===== src/rtl/cpu_clock_ctrl.sv =====
// Run/halt/single-step tick sequencer for the core: debounced buttons, programmable
// tick divider, one-cycle cpu_tick enable pulses and a tick counter.
module cpu_clock_ctrl #(
  parameter int                   DIV_WIDTH   = 28,
  parameter logic [DIV_WIDTH-1:0] DEFAULT_DIV = 28'd500000,
  parameter int                   DB_CYCLES   = 250000,
  parameter int                   DB_WIDTH    = 20
) (
  input  logic                 clock_in,
  input  logic                 reset,
  input  logic                 run_btn,
  input  logic                 step_btn,
  input  logic                 halt_req,
  input  logic                 div_load,
  input  logic [DIV_WIDTH-1:0] div_value,
  output logic                 cpu_tick,
  output logic [1:0]           state,
  output logic                 slow_clock,
  output logic [31:0]          tick_count
);

  typedef enum logic [1:0] {
    S_HALT = 2'b00,
    S_RUN  = 2'b01,
    S_STEP = 2'b10
  } state_t;

  localparam logic [DB_WIDTH-1:0] DB_LAST = DB_WIDTH'(DB_CYCLES - 1);

  // Bit 0 is the run button, bit 1 the step button.
  logic [1:0]               w_btn;
  logic [1:0]               r_sync1, r_sync2, r_level, r_press;
  logic [1:0][DB_WIDTH-1:0] r_db_cnt;

  state_t                   r_state, w_state_nxt;
  logic [DIV_WIDTH-1:0]     r_div, w_div_nxt;
  logic [DIV_WIDTH-1:0]     r_cnt, w_cnt_nxt;
  logic                     r_tick, w_tick_nxt;
  logic                     r_slow, w_slow_nxt;
  logic [31:0]              r_tick_count;
  logic                     w_run_press, w_step_press;

  assign w_btn        = {step_btn, run_btn};
  assign w_run_press  = r_press[0];
  assign w_step_press = r_press[1];

  always_ff @(posedge clock_in or posedge reset) begin
    if (reset) begin
      r_sync1  <= '0;
      r_sync2  <= '0;
      r_level  <= '0;
      r_press  <= '0;
      r_db_cnt <= '0;
    end else begin
      r_sync1 <= w_btn;
      r_sync2 <= r_sync1;
      for (int unsigned i = 0; i < 2; i++) begin
        r_press[i] <= 1'b0;
        if (r_sync2[i] == r_level[i]) begin
          r_db_cnt[i] <= '0;
        end else if (r_db_cnt[i] == DB_LAST) begin
          // Only an accepted rising level counts as a press.
          r_level[i]  <= r_sync2[i];
          r_db_cnt[i] <= '0;
          r_press[i]  <= r_sync2[i];
        end else begin
          r_db_cnt[i] <= r_db_cnt[i] + DB_WIDTH'(1);
        end
      end
    end
  end

  always_comb begin
    w_state_nxt = r_state;
    w_cnt_nxt   = r_cnt;
    w_tick_nxt  = 1'b0;
    w_div_nxt   = r_div;
    if (div_load) begin
      w_div_nxt = (div_value == '0) ? DIV_WIDTH'(1) : div_value;
    end
    unique case (r_state)
      S_HALT: begin
        if (!halt_req) begin
          if (w_run_press) begin
            w_state_nxt = S_RUN;
            w_cnt_nxt   = '0;
          end else if (w_step_press) begin
            w_state_nxt = S_STEP;
            w_tick_nxt  = 1'b1;
          end
        end
      end
      S_RUN: begin
        if (halt_req || w_run_press) begin
          w_state_nxt = S_HALT;
          w_cnt_nxt   = '0;
        end else if (div_load) begin
          w_cnt_nxt = '0;
        end else if (r_cnt == r_div - DIV_WIDTH'(1)) begin
          w_cnt_nxt  = '0;
          w_tick_nxt = 1'b1;
        end else begin
          w_cnt_nxt = r_cnt + DIV_WIDTH'(1);
        end
      end
      S_STEP:  w_state_nxt = S_HALT;
      default: w_state_nxt = S_HALT;
    endcase
    if (div_load) begin
      w_cnt_nxt = '0;
    end
    // Registered from next-state values so slow_clock tracks the current cnt.
    w_slow_nxt = (w_state_nxt == S_RUN) && (w_cnt_nxt < (w_div_nxt >> 1));
  end

  always_ff @(posedge clock_in or posedge reset) begin
    if (reset) begin
      r_state      <= S_HALT;
      r_div        <= DEFAULT_DIV;
      r_cnt        <= '0;
      r_tick       <= 1'b0;
      r_slow       <= 1'b0;
      r_tick_count <= '0;
    end else begin
      r_state      <= w_state_nxt;
      r_div        <= w_div_nxt;
      r_cnt        <= w_cnt_nxt;
      r_tick       <= w_tick_nxt;
      r_slow       <= w_slow_nxt;
      r_tick_count <= r_tick_count + {31'd0, r_tick};
    end
  end

  assign cpu_tick   = r_tick;
  assign state      = r_state;
  assign slow_clock = r_slow;
  assign tick_count = r_tick_count;

endmodule


===== config.mk =====
export PLATFORM = sky130hd
export DESIGN_NAME = cpu_clock_ctrl
export DESIGN_NICKNAME = d
export VERILOG_FILES = /design/src/rtl/cpu_clock_ctrl.sv
export SDC_FILE = /design/constraint.sdc
export NUM_CORES = 1
export LEC_CHECK = 0
export ABC_AREA = 1
export BUFFER_PORTS_ARGS = -buffer_cell sky130_fd_sc_hd__buf_4
export CAP_MARGIN = 20
export CORE_MARGIN = 5
export CORE_UTILIZATION = 45
export DETAILED_ROUTE_END_ITERATION = 8
export PLACE_DENSITY = 0.65
export SYNTH_ARGS = -nofsm -noshare
export SYNTH_HDL_FRONTEND = slang
export SYNTH_SLANG_ARGS = --single-unit

===== constraint.sdc =====
create_clock -name clock_in -period 5 [get_ports clock_in]
set_input_delay 1 -clock clock_in [delete_from_list [all_inputs] [get_ports clock_in]]
set_output_delay 1 -clock clock_in [all_outputs]
set_load 0.005 [all_outputs]

* Word level (Yosys, flattened, before mapping)
Index checks and enable logic that the tools add are counted.
Operators by class: muxes and demuxes 28, order comparisons 1, reductions and logical operators 6, $add $sub $neg 5, eq/ne operators 7, bitwise gates (word level) 2
Operators by type and width (number):
- 28-bit two-way mux | 7
- 20-bit two-way mux | 4
- 28-bit case mux with 2 select lines | 1
- 20-bit by 1-bit adder with 20-bit output, second input constant | 2
- 20-bit by 18-bit equality test with 1-bit output, second input constant | 2
- 32-bit by 1-bit adder with 32-bit output | 1
- 28-bit by 1-bit adder with 28-bit output, second input constant | 1
- 28-bit equality test | 1
- 28-bit logical NOT | 1
- 28-bit by 27-bit less-than comparator with 1-bit output | 1
- 28-bit by 1-bit subtractor with 28-bit output, second input constant | 1
- 1-bit two-way mux | 10
- 2-bit two-way mux | 4
- 2-bit by 1-bit equality test with 1-bit output, second input constant | 2
- 2-bit case mux with 2 select lines | 1
- 2-bit AND reduction | 2
- 1-bit equality test | 2
- 2-bit logical NOT | 1
- 1-bit inverter | 2
- 1-bit case mux with 2 select lines | 1
- 1-bit logical AND | 1
- 1-bit logical OR | 1
Word-level totals: word-level logic and storage cells 63, output and inout bits 36, register bits after elaboration 140, input bits 34

* Logic depth before layout (Yosys ltp)
depth in word-level cells 8, gate-level depth with buffers 27, depth with buffers taken out 27

* Worst setup path before layout
OpenSTA, ideal clock, no wires.
path type register to register, start reg r_div[0], end reg r_slow (netlist: slow_clock), required time 4.876 ns, path slack 1.850 ns, library setup time 0.124 ns, clock period less this slack 3.150 ns, arrival 3.025 ns, path buffers 1, stages on the path, launching flop included 24, cells stage by stage dfrtp_1 > inv_1 > ha_1 > nand2_4 > nor2_8 > nand2_4 > nor2_1 > nand2_1 > nand2_1 > nand3_1 > nor2_1 > nand3_2 > nand2_2 > nor2_2 > buf_4 > o211ai_1 > a31oi_1 > ha_1 > a21oi_1 > o21ai_0 > a21oi_1 > o311a_1 > o211ai_1 > a21oi_1
On the way: word-level cells in the longest chain between the ends 8
Ends and longest elaborated chain:
- start: declaration | RTL line 36 | logic [DIV_WIDTH-1:0] r_div, w_div_nxt;
- start signal: assignment | RTL line 126 | r_div <= w_div_nxt;
- 28-bit by 1-bit subtractor with 28-bit output | RTL line 99 | end else if (r_cnt == r_div - DIV_WIDTH'(1)) begin
- 28-bit equality test | RTL line 99
- 28-bit two-way mux | RTL line 99
- 28-bit two-way mux | RTL line 94 | if (halt_req || w_run_press) begin
- 28-bit case mux with 2 select lines | RTL line 81 | unique case (r_state)
- 28-bit two-way mux | RTL line 109 | if (div_load) begin
- via w_cnt_nxt[21] | RTL line 37 | logic [DIV_WIDTH-1:0] r_cnt, w_cnt_nxt;
- 28-bit by 27-bit less-than comparator with 1-bit output | RTL line 113 | w_slow_nxt = (w_state_nxt == S_RUN) && (w_cnt_nxt < (w_div_nxt >> 1));
- 1-bit logical AND | RTL line 113
- via w_slow_nxt | RTL line 39 | logic r_slow, w_slow_nxt;
- end signal: assignment | RTL line 129 | r_slow <= w_slow_nxt;
- end: declaration | RTL line 39
The timed path passes the listed nets, and every way through them passes these cells. A chain may end at the register's enable or synchronous reset.

* Final worst setup path
Same ends and word-level chain as after synthesis.

==> results.md <==
* Clk buf depth at 2
* Unrepaired setup endpoints after global routing: false
* Crit path max-delay family: simple AND/OR/NAND/NOR gates
* Reg2Reg Setup Slack at 1.14 ns
* Total congestion overflow at 0
* Dpl cells at 1478
* Clock Latency Late Sink at 0.43 ns
* Final core utilization at 52.7%
* Sink Count at 140
* Mapped Avg Cell Area at 7.65 sq um
* Initial antenna violation count at 0
* Startpoint Class: register
* Maxcap violations at 0
* DRT Pass-1 Iters at 8
* Worst-Margin Slew at 0.726 ns
* Finished Layout Cells at 1510
* I/O pin count at 70
* Buffers & Inverters on Critical Path at 2
* Tcrit/Tclk final at 77.2%
* Initial core utilization at 45.7%
* Synthesized instance count at 1159
* Lkg Pwr at 0.00496 uW
* Critical setup path kind: register to register
* Seq/Total Area, Yosys at 39.6%
* Vias at 7956
* Area grow syn2layout at 15.4%
* Layout cells sized above 1 at 13.3%
* Site Rows at 51
* Fill cell count at 1882
* Final hold slack at 0.350 ns
* Fin area at 0.0102 sq mm
* Warnings, synthesis at 0
* N_diodes at 0
* Worst slew margin at 51.1%
* Peak VDD IR at 207 uV
* Wire per inst at 15.5 microns
* First-pass GRT wire length at 38200 microns
* Data arrival, critical path at 4.22 ns
* Resized cells post-CTS at 0
* Sum Neg Setup Slack at 0 ns
* Max-slew violations at 0
* #FFs+latches synth at 140
* Number of enable flip-flop cells after synthesis at 0
* H-tree levels at 4
* Final setup vio count at 0
* Total track usage at 21.4%
* WL final at 23400 microns
* Postcts setup bufs at 0
* Nets at 1298
* Port Buffer Count at 69
* TritonCTS clock tree: built
* Power Dens Cells at 264 mW/mm^2
* Syn Std Cell Area at 0.00886 sq mm
* Antenna Nets Post-Route at 0
* Tmin final at 3.86 ns
* Residual DRC at 0
* Main synth FF type: dfrtp_1
* Iteration-0 DRC Markers at 482
* Core area at 0.0194 sq mm
* Maximum fanout along the worst path at 11
* Die H at 150 microns
* Top-area cell type share of the netlist area at 37.6%
* Synthesized Nets at 1225
* Via density at 5.27
* Chip width at 150 microns
* Routability cong. at 0.916
* Crit path max-delay cell type: nor2_2
* Outcome: complete, no violations
* Hold Fails Final Rpt at 0
* Clk_skew at 0.0108 ns
* Most frequent CP cell: a21oi_1
* Dpl cell area at 0.00966 sq mm
* Req. time, crit path at 5.36 ns
* Reg clk slew, reported paths at 0.07 ns
* Crit path largest cell delay at 0.40 ns
* Area leader, netlist: dfrtp_1
* Die footprint at 0.0226 sq mm
* HPWL Detailed at 17900 microns
* Synth unique cells at 52
* Post-synth ARST share at 100%
* # hold bufs at CTS at 0
* Worst Hold Class: register to register
* Largest net degree at the start of global routing at 77
* Num CTS Buffers at 17
* CP Capture Type: register
* Area contributors post-synth: dfrtp_1 38%, nand2_1 11%, inv_1 7.0%, nor2_1 5.3%, xor2_1 4.9%
* Root Buffer: clkbuf_16
* Highest Clock Rate at 259 MHz
* Vias in the first global route at 7576
==> power breakdown <==
| group | total [uW] | switching [uW] | internal (uW) |
|---|---|---|---|
| registers | 1200 | 33.6 | 1160 |
| logic | 276 | 184 | 91.7 |
| clock network | 1230 | 537 | 695 |
==> layer usage <==
| metal | part of all wire [%] | vias up | GRT usage [%] |
|---|---|---|---|
| met1 | 45 | 3750 | 28.8 |
| li1 | - | 3940 | - |
| met2 | 47 | 232 | 34.5 |
| met5 | 0 | - | 0 |
| met3 | 6.3 | 34 | 4.43 |
| met4 | 2.4 | 0 | 7.59 |
==> area by class of cell <==
class / instances / area (sq um) / share of cell area, %
multi-input cells: 830 / 4630 / 45.3
repair buffers: 73 / 548 / 5.36
well taps: 265 / 332 / 3.24
flip-flops and latches: 140 / 3510 / 34.3
clock buffers: 18 / 429 / 4.20
clock inverters: 14 / 134 / 1.31
inverters: 170 / 643 / 6.29
==> cell usage in the layout, fill, tap and decap left out, drive strengths merged, types with 34 or more instances in the layout <==
cell type	synthesis	final
nand2	254	254
inv	168	174
nor2	148	148
dfrtp	133	133
buf	3	73
nand3	71	71
a21oi	56	56
o21ai	52	52
xor2	51	51
nor3	34	34
==> state kept, by name, summed over array words and instances (netlist names) <==
signal,count
cpu_tick,1
r_cnt,28
r_db_cnt,40
r_div,28
r_level,2
r_press,2
r_sync1,2
r_sync2,2
slow_clock,1
state,2
tick_count,32
==> final timing paths <==
path                                       from                     end  cells after the start
max in group asynchronous                 reset      r_div[5]$_DFF_PP1_                      3
min in group asynchronous                 reset  r_db_cnt[37]$_DFF_PP0_                      2
max                        r_div[0]$_DFFE_PP0P_    slow_clock$_DFF_PP0_                     25
min reg2reg                r_sync1[0]$_DFF_PP0_    r_sync2[0]$_DFF_PP0_                      0
max reg2reg                r_div[0]$_DFFE_PP0P_    slow_clock$_DFF_PP0_                     25
min                        r_sync1[0]$_DFF_PP0_    r_sync2[0]$_DFF_PP0_                      0
==> synth_stat cells, types with 3 or more instances <==
master / n
nand2_1: 248
inv_1: 166
dfrtp_1: 133
nor2_1: 124
nand3_1: 68
a21oi_1: 56
xor2_1: 50
o21ai_0: 49
ha_1: 32
nand4_1: 31
nor3_1: 31
nor2_2: 17
nor4_1: 17
xnor2_1: 17
clkbuf_1: 16
a211oi_1: 11
nor3b_1: 8
a31oi_1: 7
dfstp_2: 7
nand3b_1: 6
nor2_4: 6
and3_1: 5
nand2_2: 4
o211ai_1: 4
nand3_2: 3
nor3_2: 3
o21ai_1: 3
o21bai_1: 3
o221ai_1: 3
or2_2: 3
==> logic make-up (layout without fill, tap and decap cells) <==
group,after synthesis,after routing,share of synthesized area [%]
AO/OA/AOI/OAI,143,143,9.16
XOR/XNOR,69,69,7.06
adder cells (fa/ha/maj),32,32,4.52
buffers and inverters,189,275,8.15
flip-flops,140,140,39.6
AND/OR/NAND/NOR,586,586,31.5
==> stage by stage <==
| step | power, uW | setup WS (ns) |
|---|---|---|
| 6_report | 2700 | 1.14 |
| 5_1_grt | 2820 | 0.738 |
| 4_1_cts | 2720 | 1.17 |
| 3_5_place_dp | 1490 | 1.17 |
| 3_3_place_gp | 1490 | 1.27 |
| 2_1_floorplan | 1400 | 0.259 |
No activity file was read; power rests on OpenSTA's default activity.
